## src/rtl/fetch_pkg.sv

```systemverilog
// fetch_pkg: shared types and constants for the instruction fetch front end.
//   fetch_state_t : fetch control states (BOOT, RUN, HALT)
//   INSTR_BYTES   : size of one instruction word in bytes
//   align_pc()    : clears the sub-word bits of a byte address
package fetch_pkg;

  localparam int unsigned INSTR_BYTES = 4;

  typedef enum logic [1:0] {
    BOOT = 2'd0,
    RUN  = 2'd1,
    HALT = 2'd2
  } fetch_state_t;

  function automatic logic [63:0] align_pc(input logic [63:0] pc);
    return pc & ~64'(INSTR_BYTES - 1);
  endfunction

endpackage

```

## src/rtl/fetch_fifo.sv

```systemverilog
// fetch_fifo: synchronous instruction buffer, DEPTH entries of WIDTH bits.
// Ports:
//   clk, rst_n  : clock, async active-low reset
//   flush       : empties the buffer on the next edge (wins over push/pop)
//   push        : write push_data at the tail
//   pop         : drop the head entry
//   head        : head entry (content undefined while empty)
//   empty       : no entries held
//   count       : number of entries held
module fetch_fifo #(
  parameter int DEPTH = 2,
  parameter int WIDTH = 96
) (
  input  logic                   clk,
  input  logic                   rst_n,
  input  logic                   flush,
  input  logic                   push,
  input  logic [WIDTH-1:0]       push_data,
  input  logic                   pop,
  output logic [WIDTH-1:0]       head,
  output logic                   empty,
  output logic [$clog2(DEPTH):0] count
);
  localparam int PW = $clog2(DEPTH);
  localparam int CW = PW + 1;

  logic [WIDTH-1:0] mem [DEPTH];
  logic [PW-1:0]    rd_ptr, wr_ptr;
  logic             full, do_push, do_pop;

  assign empty   = (count == '0);
  assign full    = (count == CW'(DEPTH));
  assign do_push = push && !full;
  assign do_pop  = pop && !empty;
  assign head    = mem[rd_ptr];

  // Pointers wrap explicitly so non-power-of-two depths work.
  function automatic logic [PW-1:0] ptr_inc(input logic [PW-1:0] p);
    return (p == PW'(DEPTH - 1)) ? '0 : p + PW'(1);
  endfunction

  always_ff @(posedge clk or negedge rst_n) begin
    if (!rst_n) begin
      rd_ptr <= '0;
      wr_ptr <= '0;
      count  <= '0;
    end else if (flush) begin
      rd_ptr <= '0;
      wr_ptr <= '0;
      count  <= '0;
    end else begin
      if (do_push) wr_ptr <= ptr_inc(wr_ptr);
      if (do_pop)  rd_ptr <= ptr_inc(rd_ptr);
      case ({do_push, do_pop})
        2'b10:   count <= count + CW'(1);
        2'b01:   count <= count - CW'(1);
        default: count <= count;
      endcase
    end
  end

  always_ff @(posedge clk) begin
    if (do_push && !flush) mem[wr_ptr] <= push_data;
  end

endmodule

```

## src/rtl/fetch.sv

```systemverilog
// fetch: instruction fetch front end. Issues sequential 4-byte fetch requests,
// buffers in-order responses with their addresses, and handles redirects by
// flushing the buffer and discarding responses still in flight.
// Optional build macro: FETCH_MISALIGN_TRAP_EN -- misaligned redirects halt
// fetch and raise fetch_misaligned; without it redirect_pc[1:0] is ignored.
// Ports:
//   clk, rst_n                        : clock, async active-low reset
//   imem_req_valid/ready/addr         : fetch request channel
//   imem_resp_valid/data              : in-order response channel
//   redirect_valid/pc                 : redirect from execute
//   instr_valid/ready, instr, instr_pc: instruction channel to decode
//   fetch_misaligned (macro only)     : high while halted on a misaligned redirect
//
// state | meaning
// BOOT  | first cycle after reset, no request issued
// RUN   | fetching sequentially
// HALT  | stopped after a misaligned redirect, waits for an aligned one
module fetch
  import fetch_pkg::*;
#(
  parameter logic [63:0] RESET_PC   = 64'h0000_0000_0000_0000,
  parameter int          FIFO_DEPTH = 2
) (
  input  logic        clk,
  input  logic        rst_n,
  output logic        imem_req_valid,
  input  logic        imem_req_ready,
  output logic [63:0] imem_req_addr,
  input  logic        imem_resp_valid,
  input  logic [31:0] imem_resp_data,
  input  logic        redirect_valid,
  input  logic [63:0] redirect_pc,
`ifdef FETCH_MISALIGN_TRAP_EN
  output logic        fetch_misaligned,
`endif
  output logic        instr_valid,
  input  logic        instr_ready,
  output logic [31:0] instr,
  output logic [63:0] instr_pc
);
  localparam int CW = $clog2(FIFO_DEPTH) + 1;

  fetch_state_t  state, state_nxt;
  logic [63:0]   fetch_pc, resp_pc, redir_target;
  logic [CW-1:0] outstanding, kill_cnt, fifo_count;
  logic [CW:0]   occupancy;
  logic          redir_misaligned, req_fire, resp_ret, resp_kill, resp_push;
  logic          fifo_empty, pop;
  logic [95:0]   fifo_head;

  assign redir_target = align_pc(redirect_pc);
`ifdef FETCH_MISALIGN_TRAP_EN
  assign redir_misaligned = redirect_valid && (redirect_pc[1:0] != 2'b00);
`else
  assign redir_misaligned = 1'b0;
`endif

  // Killed responses still count as outstanding so the buffer always has
  // room for every response that can come back.
  assign occupancy = {1'b0, outstanding} + {1'b0, fifo_count};
  assign req_fire  = imem_req_valid && imem_req_ready;
  assign resp_ret  = imem_resp_valid && (outstanding != '0);
  assign resp_kill = resp_ret && (kill_cnt != '0);
  assign resp_push = resp_ret && (kill_cnt == '0) && !redirect_valid;

  assign imem_req_addr = fetch_pc;
  assign instr_valid   = !fifo_empty && !redirect_valid;
  assign pop           = instr_valid && instr_ready;
  assign instr         = fifo_empty ? 32'h0 : fifo_head[31:0];
  assign instr_pc      = fifo_empty ? 64'h0 : fifo_head[95:32];

  always_ff @(posedge clk or negedge rst_n) begin
    if (!rst_n) state <= BOOT;
    else        state <= state_nxt;
  end

  always_comb begin
    state_nxt      = state;
    imem_req_valid = 1'b0;
`ifdef FETCH_MISALIGN_TRAP_EN
    fetch_misaligned = 1'b0;
`endif
    case (state)
      BOOT: state_nxt = redir_misaligned ? HALT : RUN;
      RUN: begin
        imem_req_valid = !redirect_valid && (occupancy < (CW + 1)'(FIFO_DEPTH));
        if (redir_misaligned) state_nxt = HALT;
      end
      HALT: begin
`ifdef FETCH_MISALIGN_TRAP_EN
        fetch_misaligned = 1'b1;
`endif
        if (redirect_valid && !redir_misaligned) state_nxt = RUN;
      end
      default: state_nxt = BOOT;
    endcase
  end

  // resp_pc tracks the address of the next live response: after a redirect
  // every live response belongs to the new sequential stream.
  always_ff @(posedge clk or negedge rst_n) begin
    if (!rst_n) begin
      fetch_pc    <= align_pc(RESET_PC);
      resp_pc     <= align_pc(RESET_PC);
      outstanding <= '0;
      kill_cnt    <= '0;
    end else begin
      outstanding <= outstanding + CW'(req_fire) - CW'(resp_ret);
      if (redirect_valid) begin
        fetch_pc <= redir_target;
        resp_pc  <= redir_target;
        // no request can fire this cycle, so everything left in flight dies
        kill_cnt <= outstanding - CW'(resp_ret);
      end else begin
        if (req_fire)  fetch_pc <= fetch_pc + 64'(INSTR_BYTES);
        if (resp_kill) kill_cnt <= kill_cnt - CW'(1);
        if (resp_push) resp_pc  <= resp_pc + 64'(INSTR_BYTES);
      end
    end
  end

  fetch_fifo #(
    .DEPTH(FIFO_DEPTH),
    .WIDTH(96)
  ) u_fifo (
    .clk      (clk),
    .rst_n    (rst_n),
    .flush    (redirect_valid),
    .push     (resp_push),
    .push_data({resp_pc, imem_resp_data}),
    .pop      (pop),
    .head     (fifo_head),
    .empty    (fifo_empty),
    .count    (fifo_count)
  );

endmodule
```

## config.mk

```make
export PLATFORM = sky130hd
export DESIGN_NAME = fetch
export DESIGN_NICKNAME = d
export VERILOG_FILES = /design/src/rtl/fetch_pkg.sv /design/src/rtl/fetch_fifo.sv /design/src/rtl/fetch.sv
export SDC_FILE = /design/constraint.sdc
export NUM_CORES = 1
export LEC_CHECK = 0
export ABC_AREA = 1
export CORE_UTILIZATION = 55
export CTS_CLUSTER_DIAMETER = 50
export CTS_CLUSTER_SIZE = 28
export DETAILED_ROUTE_END_ITERATION = 12
export PLACE_DENSITY = 0.86
export SKIP_LAST_GASP = 1
export SYNTH_ARGS = -nofsm -noshare
export SYNTH_HDL_FRONTEND = slang
export SYNTH_SLANG_ARGS = --single-unit
```

## constraint.sdc

```tcl
create_clock -name clk -period 7.1 [get_ports clk]
set_input_delay 1.42 -clock clk [delete_from_list [all_inputs] [get_ports clk]]
set_output_delay 1.42 -clock clk [all_outputs]
set_load 0.005 [all_outputs]
```

== Word level (Yosys, flattened, before mapping) ==
Memory sizes are Yosys's and may differ from the RTL's.
Index checks and enable logic that the tools add are counted.

* Register bits after elaboration: 138
* Bits in writable memories: 192
* Input bits: 102
* Output and inout port bits: 162
* Logic and storage cells: 75
* Memories kept: 1

* Add/subtract/negate cells: 11
* Magnitude comparators: 1
* Equality and inequality tests: 6
* Multiplexer cells: 21
* Bitwise operators: 1
* Reduce and logical (&&, ||, !) cells: 26

{| class="wikitable"
|+ Memories
! name !! words !! width !! rd ports !! clocked after memory_dff !! write ports !! line !! RTL
|-
| u_fifo.mem || 2 || 96 || 1 || 0 || 1 || fetch_fifo.sv:27 || <nowiki>logic [WIDTH-1:0] mem [DEPTH];</nowiki>
|}

{| class="wikitable"
|+ Operators with widths
! kind !! number
|-
| $mux 64 || 5
|-
| $add 64x3->64 const B || 2
|-
| $mux 32 || 1
|-
| $reduce_bool 2->1 || 7
|-
| $logic_and 1x1->1 || 11
|-
| $mux 1 || 9
|-
| $mux 2 || 4
|-
| $eq 2x2->1 const B || 3
|-
| $logic_not 2->1 || 3
|-
| $pmux 2 s3 || 1
|-
| $eq 2x1->1 const B || 2
|-
| $pmux 2 s2 || 1
|-
| $sub 2x1->2 || 2
|-
| $sub 2x1->2 const B || 2
|-
| $add 2x2->3 || 1
|-
| $logic_not 1->1 || 3
|-
| $lt 3x2->1 const B || 1
|-
| $reduce_bool 3->1 || 1
|-
| $add 1x1->1 const B || 2
|-
| $add 2x1->2 || 1
|-
| $add 2x1->2 const B || 1
|-
| $ne 2x2->1 const B || 1
|-
| $reduce_and 2->1 || 1
|-
| $not 1->1 || 1
|}

== Depth between registers and ports, before layout ==
Gate-level depths: netlist of run 1.

* Word-level depth: 8
* Depth in mapped cells: 12
* Mapped depth without buffers: 12

== By module ==
From an unflattened synthesis of run 1, not the netlist that was laid out.

* Cell total of the unflattened synthesis: 2319
* Area, all modules: 17684.5 um2

{| class="wikitable"
|+ By module, submodules not included
! module !! times used !! cells an instance !! area each (um2) !! seq. area each (um2)
|-
| fetch || 1 || 1782 || 10442.5 || 3228.1
|-
| fetch_fifo || 1 || 537 || 7241.9 || 5865.6
|}

== Least setup slack after synthesis of run 1 ==
No wires, ideal clock.

* Path type: input port to flip-flop
* From: input port imem_resp_valid
* To: memory u_fifo.mem[0][0] (enable)
* Library setup time: 549 ps
* Arrival: 5938 ps
* Data required time: 6551 ps
* Path slack: 613 ps
* Stages: 6
* Buffers on the path: 0
* Path through: o21ai_0 inv_1 nand2_2 nor2_2 nand2_1 nor2_1

* Word-level cells in the longest chain between the ends: 7

{| class="wikitable"
|+ RTL lines
! what !! line !! RTL
|-
| from (decl) || fetch.sv:29 || <nowiki>input logic imem_resp_valid,</nowiki>
|-
| $logic_and 1x1->1 || fetch.sv:62 || <nowiki>assign resp_ret = imem_resp_valid && (outstanding != '0);</nowiki>
|-
| $logic_and 1x1->1 (2 in a row) || fetch.sv:64 || <nowiki>assign resp_push = resp_ret && (kill_cnt == '0) && !redirect_valid;</nowiki>
|-
| $logic_and 1x1->1 || fetch_fifo.sv:33 || <nowiki>assign do_push = push && !full;</nowiki>
|-
| $logic_and 1x1->1 || fetch_fifo.sv:63 || <nowiki>if (do_push && !flush) mem[wr_ptr] <= push_data;</nowiki>
|-
| $mux 1 || fetch_fifo.sv:63 ||
|-
| $mux 1 (not written as such) || fetch_fifo.sv:63 ||
|-
| to (decl) || fetch_fifo.sv:27 ||
|}

Every way passes these cells.

== Worst setup path after layout of run 1 ==
* From: input port redirect_valid
* To: output port imem_req_valid

* Word-level cells in the longest chain between the ends: 3

{| class="wikitable"
|+ RTL lines
! what !! line !! RTL
|-
| from (decl) || fetch.sv:31 || <nowiki>input logic redirect_valid,</nowiki>
|-
| $logic_not 1->1 || fetch.sv:86 || <nowiki>imem_req_valid = !redirect_valid && (occupancy < (CW + 1)'(FIFO_DEPTH));</nowiki>
|-
| $logic_and 1x1->1 || fetch.sv:86 ||
|-
| $mux 1 || fetch.sv:83 || <nowiki>case (state)</nowiki>
|-
| to (decl) || fetch.sv:26 || <nowiki>output logic imem_req_valid,</nowiki>
|}

Every way passes these cells.

==> results of run 1 <==
-- flip-flops by register name, summed over array words and instances, names as in the netlist --
register       count
imem_req_addr     62
kill_cnt           2
outstanding        2
resp_pc           62
state              1
u_fifo.count       2
u_fifo.mem       188
u_fifo.rd_ptr      1
u_fifo.wr_ptr      1
-- critical path, stage by stage --
cell and delay [ns]:
buf_2 0.31, clkinv_2 0.62, nand2_1 0.25, nor3_2 0.08
clkdlybuf4s50_1 0.47
-- how the worst max path moves through the flow --
stage	slack [ns]	cells after the start	to
floorplan	0.61	6	u_fifo.mem[0][0]
global placement	2.10	8	u_fifo.mem[1][77]
detailed placement	2.07	8	u_fifo.mem[1][79]
CTS	2.52	4	instr_pc[26]
global route	2.41	8	u_fifo.mem[1][0]
finish	2.52	5	imem_req_valid
-- layout make-up --
| type | count | area share (%) |
|---|---|---|
| Inverter | 167 | 3.045 |
| Tap cell | 390 | 2.365 |
| Clock inverter | 25 | 1.783 |
| Multi-Input combinational cell | 1457 | 32.89 |
| Clock buffer | 29 | 3.518 |
| Sequential cell | 321 | 43.50 |
| Timing Repair Buffer | 268 | 12.89 |
-- placed cells by master, fill, tap and decap left out, types with 3 or more instances in the layout --
| cell | n |
|---|---|
| a21oi_1 | 107 |
| a31oi_1 | 4 |
| nand3_1 | 137 |
| dfrtp_1 | 132 |
| nand2_2 | 5 |
| nor3_1 | 22 |
| ha_1 | 6 |
| a22oi_1 | 3 |
| inv_6 | 3 |
| inv_8 | 4 |
| buf_4 | 11 |
| o21ai_0 | 58 |
| clkbuf_16 | 29 |
| nor3_2 | 3 |
| clkinv_8 | 6 |
| xnor2_1 | 20 |
| o211ai_1 | 24 |
| o21bai_1 | 7 |
| clkdlybuf4s50_1 | 255 |
| o221ai_1 | 6 |
| conb_1 | 5 |
| inv_16 | 4 |
| inv_1 | 162 |
| nand2_1 | 739 |
| clkinvlp_4 | 3 |
| edfxtp_1 | 188 |
| xor2_1 | 51 |
| nor2_1 | 193 |
| nor2_4 | 12 |
| inv_2 | 3 |
| nand4_1 | 29 |
| nand2_4 | 3 |
| nor2_2 | 7 |
-- power by group --
group / internal, mW / leakage (nW) / switching, mW
clock: 0.898 / 0.521 / 0.848
sequential: 2.27 / 3.31 / 0.351
combinational: 0.965 / 4.38 / 1.11
-- metrics by stage --
stage	setup slack, ns	utilization [%]	hold slack (ns)
after floorplan	0.6129	-	0.4574
after global routing	2.406	69.42	0.5454
after global placement	2.099	65.74	0.4850
after detailed placement	2.071	65.74	0.5092
final	2.524	69.42	0.5213
after CTS	2.522	69.42	0.5290
-- layer usage --
| layer | wire [um] | vias up | global-route usage [%] |
|---|---|---|---|
| met5 | 0 | - | 0 |
| met4 | 2279 | 0 | 14.96 |
| met3 | 3988 | 135 | 4.070 |
| met2 | 23180 | 720 | 52.11 |
| met1 | 21200 | 7087 | 45.74 |
| li1 | - | 7028 | - |
-- cells by family after synthesis --
| logic type | count (synthesis) |
|---|---|
| XOR/XNOR | 71 |
| adder cells (fa/ha/maj) | 7 |
| other | 2 |
| flip-flops | 321 |
| buffers and inverters | 237 |
| AO/OA/AOI/OAI | 211 |
| AND/OR/NAND/NOR | 1163 |
==> out/results.tsv, run 1 <==
stage	metric	value	unit
run_status	status	complete, no violations	
synthesis	Yosys top cell area share	33.90	%
critical_path	startpoint types	input port	
finish	# nets final	2353	
placement	dpl cells	2603	
timing	clock period minus final worst setup slack	4.576	ns
finish	Design Area, Final	20630	um^2
critical_path	slack of the worst reg-to-reg path	3.41	ns
clocking	Longest Clk Path Bufs	3	
routing	vias per cell	5.634	
power	P_leak	8.209	nW
clocking	clk_lat worst skew	0.58	ns
timing	RSZ-0062 raised after global routing	false	
placement	HPWL Detailed	36870	um
finish	ANT cells	0	
routing	drt wl/cell	19.06	um
synthesis	Post-synth EDFFs	188	
routing	Vias	14970	
finish	area delta synth->final	23.89	%
routing	drt first pass iters	5	
clocking	H-tree levels	1	
critical_path	Crit. End Element	primary output	
grt	total gr overflow	0	
synthesis	Commonest cells post-synth	739 x nand2_1, 196 x nor2_1, 188 x edfxtp_1	
timing	final setup skew	0.02048	ns
clocking	cts repair resizes	0	
timing	Setup violations, final	0	
timing	Worst Tran Pin Value	1.014	ns
die	starting density of the core	56.04	%
timing	fin. max-slew vios	0	
synthesis	simple logic cell fraction of the synthesized area	29.13	%
clocking	# Post-CTS Setup Buffers	0	
placement	dpl cell area	19540	um^2
clocking	Hold Buf Count CTS	0	
finish	Filler cells	2316	
timing	Tcrit/Tclk final	64.45	%
synthesis	post-synthesis adder-cell area fraction	0.5710	%
synthesis	compound-gate portion of the synthesized area	7.033	%
timing	setup TNS	0	ns
synthesis	Yosys top cell by area	edfxtp_1	
grt	largest net degree at the start of global routing	97	
routing	Antenna Nets Post-Route	0	
synthesis	Netlist Area Pre-Place	16650	um^2
critical_path	FF-to-FF End	u_fifo.mem[1][0]	
die	die area	30980	um^2
critical_path	Crit. Startpoint	redirect_valid	
timing	f_max	218.5	MHz
job	max-cap viol count	0	
power	worst vdd ir	0.1909	mV
finish	count of non-filler cells in the finished layout	2657	
worst_hold_path	Hold Path Sink	u_fifo.mem[0][95]	
grt	first-pass GRT wire length	78190	um
synthesis	Synth cell types	43	
worst_hold_path	worst hold path class	reg -> reg	
synthesis	YS warnings	0	
die	FP Rows	63	
critical_path	CP arrival	3.16	ns
clocking	CTS root buf	clkbuf_16	
placement	RePlAce Congestion	0.9629	
critical_path	crit path kind	in -> out	
critical_path	worst r2r src	outstanding[1]	
synthesis	largest cells by area after synthesis	edfxtp_1 34%, dfrtp_1 20%, nand2_1 17%, nor2_1 4.4%, nand3_1 4.1%	
timing	Max transition margin	32.39	%
clocking	TritonCTS Buffers	29	
clocking	clk slew on worst S/H paths	0.08	ns
finish	register area	8975	um^2
routing	total wire length	50650	um
grt	All-Layer GR Usage	32.95	%
routing	Residual DRC	0	
finish	fraction of layout cells with a size suffix above 1	4.720	%
synthesis	Syn Inst Count	2012	
placement	IO buf count	257	
synthesis	most frequent cell after synthesis	nand2_1	
grt	vias in the first global route	14490	
grt	initial antenna violation count	0	
synthesis	Seq cells post-synth	321	
synthesis	ys flop type	edfxtp_1	
synthesis	Seq/Total Area, Yosys	53.89	%
routing	drt initial violations	1389	
critical_path	depth of the most critical reg-to-reg path	7	
die	# IOs	264	
power	power per cell area	312.6	nW/um^2
timing	final hold vios	0	
worst_hold_path	min-delay src	resp_pc[63]	
die	Die Span X	176	um
critical_path	WP data required	5.68	ns
die	Die Ht	176	um
clocking	CTS tree	done	
synthesis	main combinational cell family by area after synthesis	simple AND/OR/NAND/NOR gates	
die	core box area	29720	um^2
synthesis	Post-Synth XOR/XNOR Area	3.734	%
power	Power Total	6.449	mW
critical_path	maximum fanout along the worst path	35	
synthesis	syn avg cell area	8.276	um^2
synthesis	post-synthesis mux area share	0	%
worst_hold_path	hold depth	0	
clocking	CTS Sinks	321	
synthesis	Post-synth ARST share	41.43	%
finish	area of the multi-input gates	6785	um^2
Note: power is estimated with default switching activity, not from simulation.
==> run 2: changes to the inputs <==
- CORE_UTILIZATION: 55 -> 49
- PLACE_DENSITY: 0.86 -> 0.81
- clock period: 7.1 -> 3.8 ns (I/O delays scaled with it)
==> run 2 against run 1 <==
Net effect:
- die area increased by 12%
- non-clock buffer count increased by 15
- clock skew increased by 0.0015 ns
- largest cell class unchanged
- count of clock-buffer cells in the layout increased by 4
- worst hold slack got worse by 0.23 ns
- combinational power increased by 92%
- register-to-register slack got worse by 2.3 ns
- sequential share of layout area decreased by 0.58 points
==> out/results.tsv, run 2 (synthesis results as in run 1) <==
stage	metric	value	unit	change
finish	Design Area, Final	20910	um^2	+1.3%
finish	largest register by flop count	u_fifo.mem		
routing	drt wl/cell	18.59	um	-2.5%
finish	commonest non-fill, non-tap cell in the layout	nand2_1		
power	power per cell area	583.6	nW/um^2	+87%
clocking	Hold Buf Count CTS	0		unchanged
critical_path	CP arrival	2.73	ns	-0.43 ns
finish	fraction of layout cells with a size suffix above 1	5.427	%	+0.71 points
grt	first-pass GRT wire length	79660	um	+1.9%
grt	initial antenna violation count	0		unchanged
timing	Max transition margin	43.19	%	+11 points
timing	Setup violations, final	0		unchanged
routing	Vias	14850		-0.78%
critical_path	startpoint types	flop		
clocking	clk slew on worst S/H paths	0.08	ns	about the same
worst_hold_path	worst hold path class	in -> async		
placement	RePlAce Congestion	0.9958		+3.4%
job	max-cap viol count	0		unchanged
timing	final hold vios	0		unchanged
clocking	clk_lat worst skew	0.58	ns	about the same
timing	setup TNS	0	ns	unchanged
placement	dpl cell area	19800	um^2	+1.4%
finish	most frequent cells in the layout	739 x nand2_1, 255 x clkdlybuf4s50_1, 193 x nor2_1, 188 x edfxtp_1, 162 x inv_1		
placement	IO buf count	257		unchanged
routing	drt first pass iters	7		+2
clocking	# Post-CTS Setup Buffers	0		unchanged
grt	largest net degree at the start of global routing	69		-29%
routing	Antenna Nets Post-Route	0		unchanged
routing	drt initial violations	1268		-8.7%
grt	total gr overflow	0		unchanged
clocking	CTS tree	done		
die	core box area	33450	um^2	+13%
die	Die Span X	186.3	um	+5.9%
finish	ANT cells	0		unchanged
placement	HPWL Detailed	38140	um	+3.4%
die	die area	34720	um^2	+12%
routing	total wire length	50800	um	+0.29%
routing	Residual DRC	0		unchanged
die	Die Ht	186.3	um	+5.9%
timing	f_max	286.2	MHz	
timing	clock period minus final worst setup slack	3.495	ns	
grt	vias in the first global route	14480		-0.048%
finish	max FFs per register	188		unchanged
timing	RSZ-0062 raised after global routing	false		
run_status	status	complete, no violations		
finish	# nets final	2370		+0.72%
timing	Tcrit/Tclk final	91.96	%	
finish	Filler cells	2833		+22%
clocking	cts repair resizes	0		unchanged
timing	final setup skew	0.02199	ns	+0.001514 ns
finish	area delta synth->final	25.55	%	
finish	register area	8975	um^2	unchanged
finish	area of the multi-input gates	6780	um^2	about the same
critical_path	Crit. End Element	primary output		
critical_path	crit path kind	reg -> out		
die	starting density of the core	49.78	%	-6.3 points
critical_path	WP data required	3.04	ns	-2.64 ns
clocking	CTS Sinks	321		unchanged
die	# IOs	264		unchanged
die	FP Rows	67		+6.3%
grt	All-Layer GR Usage	29.30	%	-3.6 points
critical_path	maximum fanout along the worst path	55		+57%
timing	fin. max-slew vios	0		unchanged
power	P_leak	8.323	nW	+1.4%
clocking	Longest Clk Path Bufs	3		unchanged
power	worst vdd ir	0.4325	mV	+130%
clocking	CTS root buf	clkbuf_16		
routing	vias per cell	5.435		-3.5%
timing	Worst Tran Pin Value	0.8522	ns	-0.1619 ns
power	Power Total	12.20	mW	+89%
clocking	TritonCTS Buffers	31		+6.9%
clocking	H-tree levels	1		unchanged
-- run 2: cell count changes in the layout (fill, tap and decap cells not counted), moves of 2 or more --
| cell | before | now |
|---|---|---|
| buf_4 | 11 | 19 |
| clkinv_4 | 0 | 2 |
| buf_12 | 1 | 8 |
| clkbuf_1 | 0 | 2 |
| clkinvlp_4 | 3 | 1 |
| inv_16 | 4 | 2 |
| clkbuf_16 | 29 | 31 |
-- run 2: metal layers --
metal	vias to the layer above	routed length, um	share of wire (%)	track usage [%]
met5	-	0	0	0
met4	0	1832	3.6	10.68
li1	7052	-	-	-
met3	112	4097	8.1	4.081
met2	672	23370	46	47.22
met1	7017	21500	42	40.49
-- run 2: path summary, 6_finish.rpt --
path	start	end	slack, ns	cells past startpoint
worst max-delay path	u_fifo.rd_ptr	instr_pc[35]	0.31	4
worst min-delay path	rst_n	imem_req_addr[59]	0.29	1
worst max register to register	u_fifo.count[0]	imem_req_addr[20]	1.14	10
worst min register to register	resp_pc[45]	u_fifo.mem[0][77]	0.57	0
max in group asynchronous	rst_n	resp_pc[40]	2.64	2
min in group clk	redirect_valid	resp_pc[3]	0.57	3
-- run 2: per-stage QoR --
| step | utilization [%] | hold WS [ns] | std cells | worst slack [ns] |
|---|---|---|---|---|
| 2_1_floorplan | - | 0.4574 | 2015 | -0.4528 |
| 3_3_place_gp | 59.21 | 0.5351 | 2676 | 0.8003 |
| 3_5_place_dp | 59.21 | 0.5461 | 2676 | 0.7459 |
| 4_1_cts | 62.51 | 0.2985 | 2733 | 0.2578 |
| 5_1_grt | 62.51 | 0.3362 | 2733 | 0.1527 |
| 6_report | 62.51 | 0.2902 | 2733 | 0.3054 |
-- run 2: cell type report --
cell class | count | share of cell area (%)
sequential | 321 | 42.93
inverter | 167 | 3.004
clock inverter | 24 | 1.532
clock buffer | 33 | 3.746
timing repair buffer | 283 | 13.68
tap | 448 | 2.681
multi-input combinational | 1457 | 32.43
-- run 2: where the power goes --
| part | switching, mW | leakage, nW | internal [mW] |
|---|---|---|---|
| Clock | 1.58 | 0.530 | 1.69 |
| Combinational | 2.07 | 4.48 | 1.92 |
| Sequential | 0.698 | 3.31 | 4.25 |
-- run 2: worst max-delay path, cell delays in order, from the launching register on --
cell and delay [ns]:
dfrtp_2 0.91, buf_12 0.32, nand2_1 0.09, a21oi_1 0.25, clkdlybuf4s50_1 0.55
==> run 3: changes to the inputs <==
- CORE_MARGIN: default -> 4
- MAX_ROUTING_LAYER: default -> met4
==> run 3 against run 2 <==
Net effect:
- critical path depth is the same
- combinational power about the same
- non-clock buffer count down 8
- fmax increased by 0.13%
- sequential share of layout area about the same
- critical path type unchanged
- critical endpoint is now instr_pc[22]
- largest cell class unchanged
==> out/results.tsv, run 3 (synthesis results as in run 1) <==
stage	metric	value	unit	change
clocking	CTS root buf	clkbuf_16		
finish	fraction of layout cells with a size suffix above 1	5.349	%	-0.078 points
critical_path	Crit. Startpoint	u_fifo.rd_ptr		
placement	Place WS	0.9119	ns	+0.1660 ns
clocking	clk slew on worst S/H paths	0.07	ns	about the same
critical_path	CP Depth	4		unchanged
clocking	CTS Sinks	321		unchanged
die	core box area	33530	um^2	+0.25%
clocking	TritonCTS Buffers	34		+9.7%
routing	total wire length	52670	um	+3.7%
timing	final setup skew	0.03015	ns	+0.008160 ns
grt	All-Layer GR Usage	28.87	%	-0.44 points
critical_path	slack of the worst reg-to-reg path	1.19	ns	+0.05 ns
finish	max FFs per register	188		unchanged
critical_path	critical path, cell by cell	buf_4 -> nand2_1 -> a21oi_1 -> clkdlybuf4s50_1		
grt	largest net degree at the start of global routing	97		+41%
clocking	cts repair resizes	0		unchanged
timing	fin. max-slew vios	0		unchanged
critical_path	CP arrival	2.73	ns	about the same
die	starting density of the core	49.66	%	-0.12 points
critical_path	Crit. End Element	primary output		
finish	largest register by flop count	u_fifo.mem		
placement	IO buf count	257		unchanged
clocking	H-tree levels	2		+1
critical_path	WP data required	3.04	ns	about the same
timing	Worst Tran Pin Value	1.044	ns	+0.1920 ns
clocking	CTS tree	done		
finish	most frequent cells in the layout	739 x nand2_1, 255 x clkdlybuf4s50_1, 193 x nor2_1, 188 x edfxtp_1, 162 x inv_1		
power	part of the power in registers	39.6	%	-0.9 points
clocking	# Post-CTS Setup Buffers	0		unchanged
routing	drt initial violations	1348		+6.3%
critical_path	crit path to	instr_pc[22]		
routing	Vias	14980		+0.82%
critical_path	maximum fanout along the worst path	96		+75%
critical_path	kind of cell adding the most delay to the critical path	buffers and inverters		
clocking	Longest Clk Path Bufs	3		unchanged
power	Switching Power	4.322	mW	-0.52%
clocking	Hold Buf Count CTS	0		unchanged
finish	ANT cells	0		unchanged
grt	total gr overflow	0		unchanged
timing	setup TNS	0	ns	unchanged
timing	Max transition margin	30.39	%	-13 points
power	worst vdd ir	0.3780	mV	-13%
worst_hold_path	worst hold path class	in -> async		
die	Die Span X	192.3	um	+3.2%
die	die area	37000	um^2	+6.5%
finish	fin util	62.38	%	-0.13 points
critical_path	crit path kind	reg -> out		
die	# IOs	264		unchanged
placement	HPWL Detailed	38560	um	+1.1%
run_status	status	complete, no violations		
timing	clock period minus final worst setup slack	3.490	ns	-0.004638 ns
timing	worst setup margin	0.3101	ns	+0.004638 ns
finish	area delta synth->final	25.61	%	about the same
job	max-cap viol count	0		unchanged
die	Die Ht	192.3	um	+3.2%
critical_path	depth of the most critical reg-to-reg path	9		-1
power	clock power share	28.1	%	+1.3 points
power	P_leak	8.326	nW	about the same
routing	Antenna Nets Post-Route	0		unchanged
finish	# nets final	2365		-0.21%
power	Comb pwr share	32.3	%	-0.4 points
timing	final hold slack	0.4080	ns	+0.1178 ns
clocking	clk_lat worst skew	0.52	ns	-0.06 ns
critical_path	worst r2r src	u_fifo.count[0]		
grt	vias in the first global route	14370		-0.73%
finish	commonest non-fill, non-tap cell in the layout	nand2_1		
timing	f_max	286.5	MHz	+0.13%
power	Power Total	12.38	mW	+1.5%
finish	Filler cells	2867		+1.2%
placement	RePlAce Congestion	0.9705		-2.5%
timing	Tcrit/Tclk final	91.84	%	-0.12 points
power	Int Pwr	8.059	mW	+2.6%
power	power per cell area	591.9	nW/um^2	+1.4%
routing	drt first pass iters	6		-1
routing	vias per cell	5.487		+0.97%
grt	initial antenna violation count	0		unchanged
critical_path	Slowest-stage cell, CP	buf_4		
timing	RSZ-0062 raised after global routing	false		
timing	final hold vios	0		unchanged
timing	Setup violations, final	0		unchanged
critical_path	FF-to-FF End	imem_req_addr[10]		
routing	Residual DRC	0		unchanged
routing	drt wl/cell	19.30	um	+3.8%
grt	first-pass GRT wire length	80250	um	+0.74%
critical_path	Buf/Inv on CP	2		unchanged
critical_path	startpoint types	flop		
die	FP Rows	67		unchanged
power	switch share	34.91	%	-0.70 points
critical_path	crit-path max cell delay	0.74	ns	-0.17 ns
run 3: changes by cell type in the layout (fill, tap and decap cells not counted), moves of 2 or more:
cell	previous run	this run
inv_16	2	0
clkbuf_16	31	35
buf_4	19	12
clkinv_2	2	5
clkinv_8	6	4
clkbuf_1	2	0
clkinvlp_4	1	3
run 3: area by class of cell:
| class | count | area [um^2] | area share (%) |
|---|---|---|---|
| clock buffers | 36 | 889.6 | 4.253 |
| clock inverters | 25 | 295.3 | 1.412 |
| inverters | 167 | 628.1 | 3.003 |
| multi-input cells | 1457 | 6780 | 32.42 |
| flip-flops and latches | 321 | 8975 | 42.91 |
| well taps | 448 | 560.5 | 2.680 |
| repair buffers | 275 | 2788 | 13.33 |
run 3: worst min path at each step:
stage,end,slack (ns),cells past startpoint
3_5_place_dp,u_fifo.mem[1][95],0.50,0
3_3_place_gp,u_fifo.mem[0][95],0.48,0
5_1_grt,resp_pc[36],0.46,1
6_report,resp_pc[36],0.41,1
4_1_cts,resp_pc[53],0.42,1
2_1_floorplan,imem_req_addr[10],0.46,0
run 3: metal layers:
metal	global-route usage [%]	wire length, um	vias up
met3	4.106	4267	113
li1	-	-	7072
met1	39.78	22510	7139
met2	45.56	24340	651
met5	-	0	-
met4	7.460	1555	0
run 3: power by group through the flow:
stage	logic (mW)	registers, mW	clock network, mW
finish	3.99	4.90	3.48
global route	4.41	4.97	3.68
CTS	4.03	4.88	3.53
detailed placement	3.99	4.94	0
global placement	3.92	4.92	0
floorplan	1.97	4.72	0
run 3: worst reg2reg max path, delay by kind of cell, from the launching register on:
family	cells	cell delay [ns]
simple gates	4	0.65
fa+ha+maj	1	0.46
compound gates	1	0.15
buf+inv	3	0.83
flops	1	0.43
run 3: stage by stage:
| stage | cells | instance area (um^2) |
|---|---|---|
| after global placement | 2668 | 19730 |
| after floorplan | 2015 | 16670 |
| after CTS | 2729 | 20920 |
| final | 2729 | 20920 |
| after global routing | 2729 | 20920 |
| after detailed placement | 2668 | 19730 |
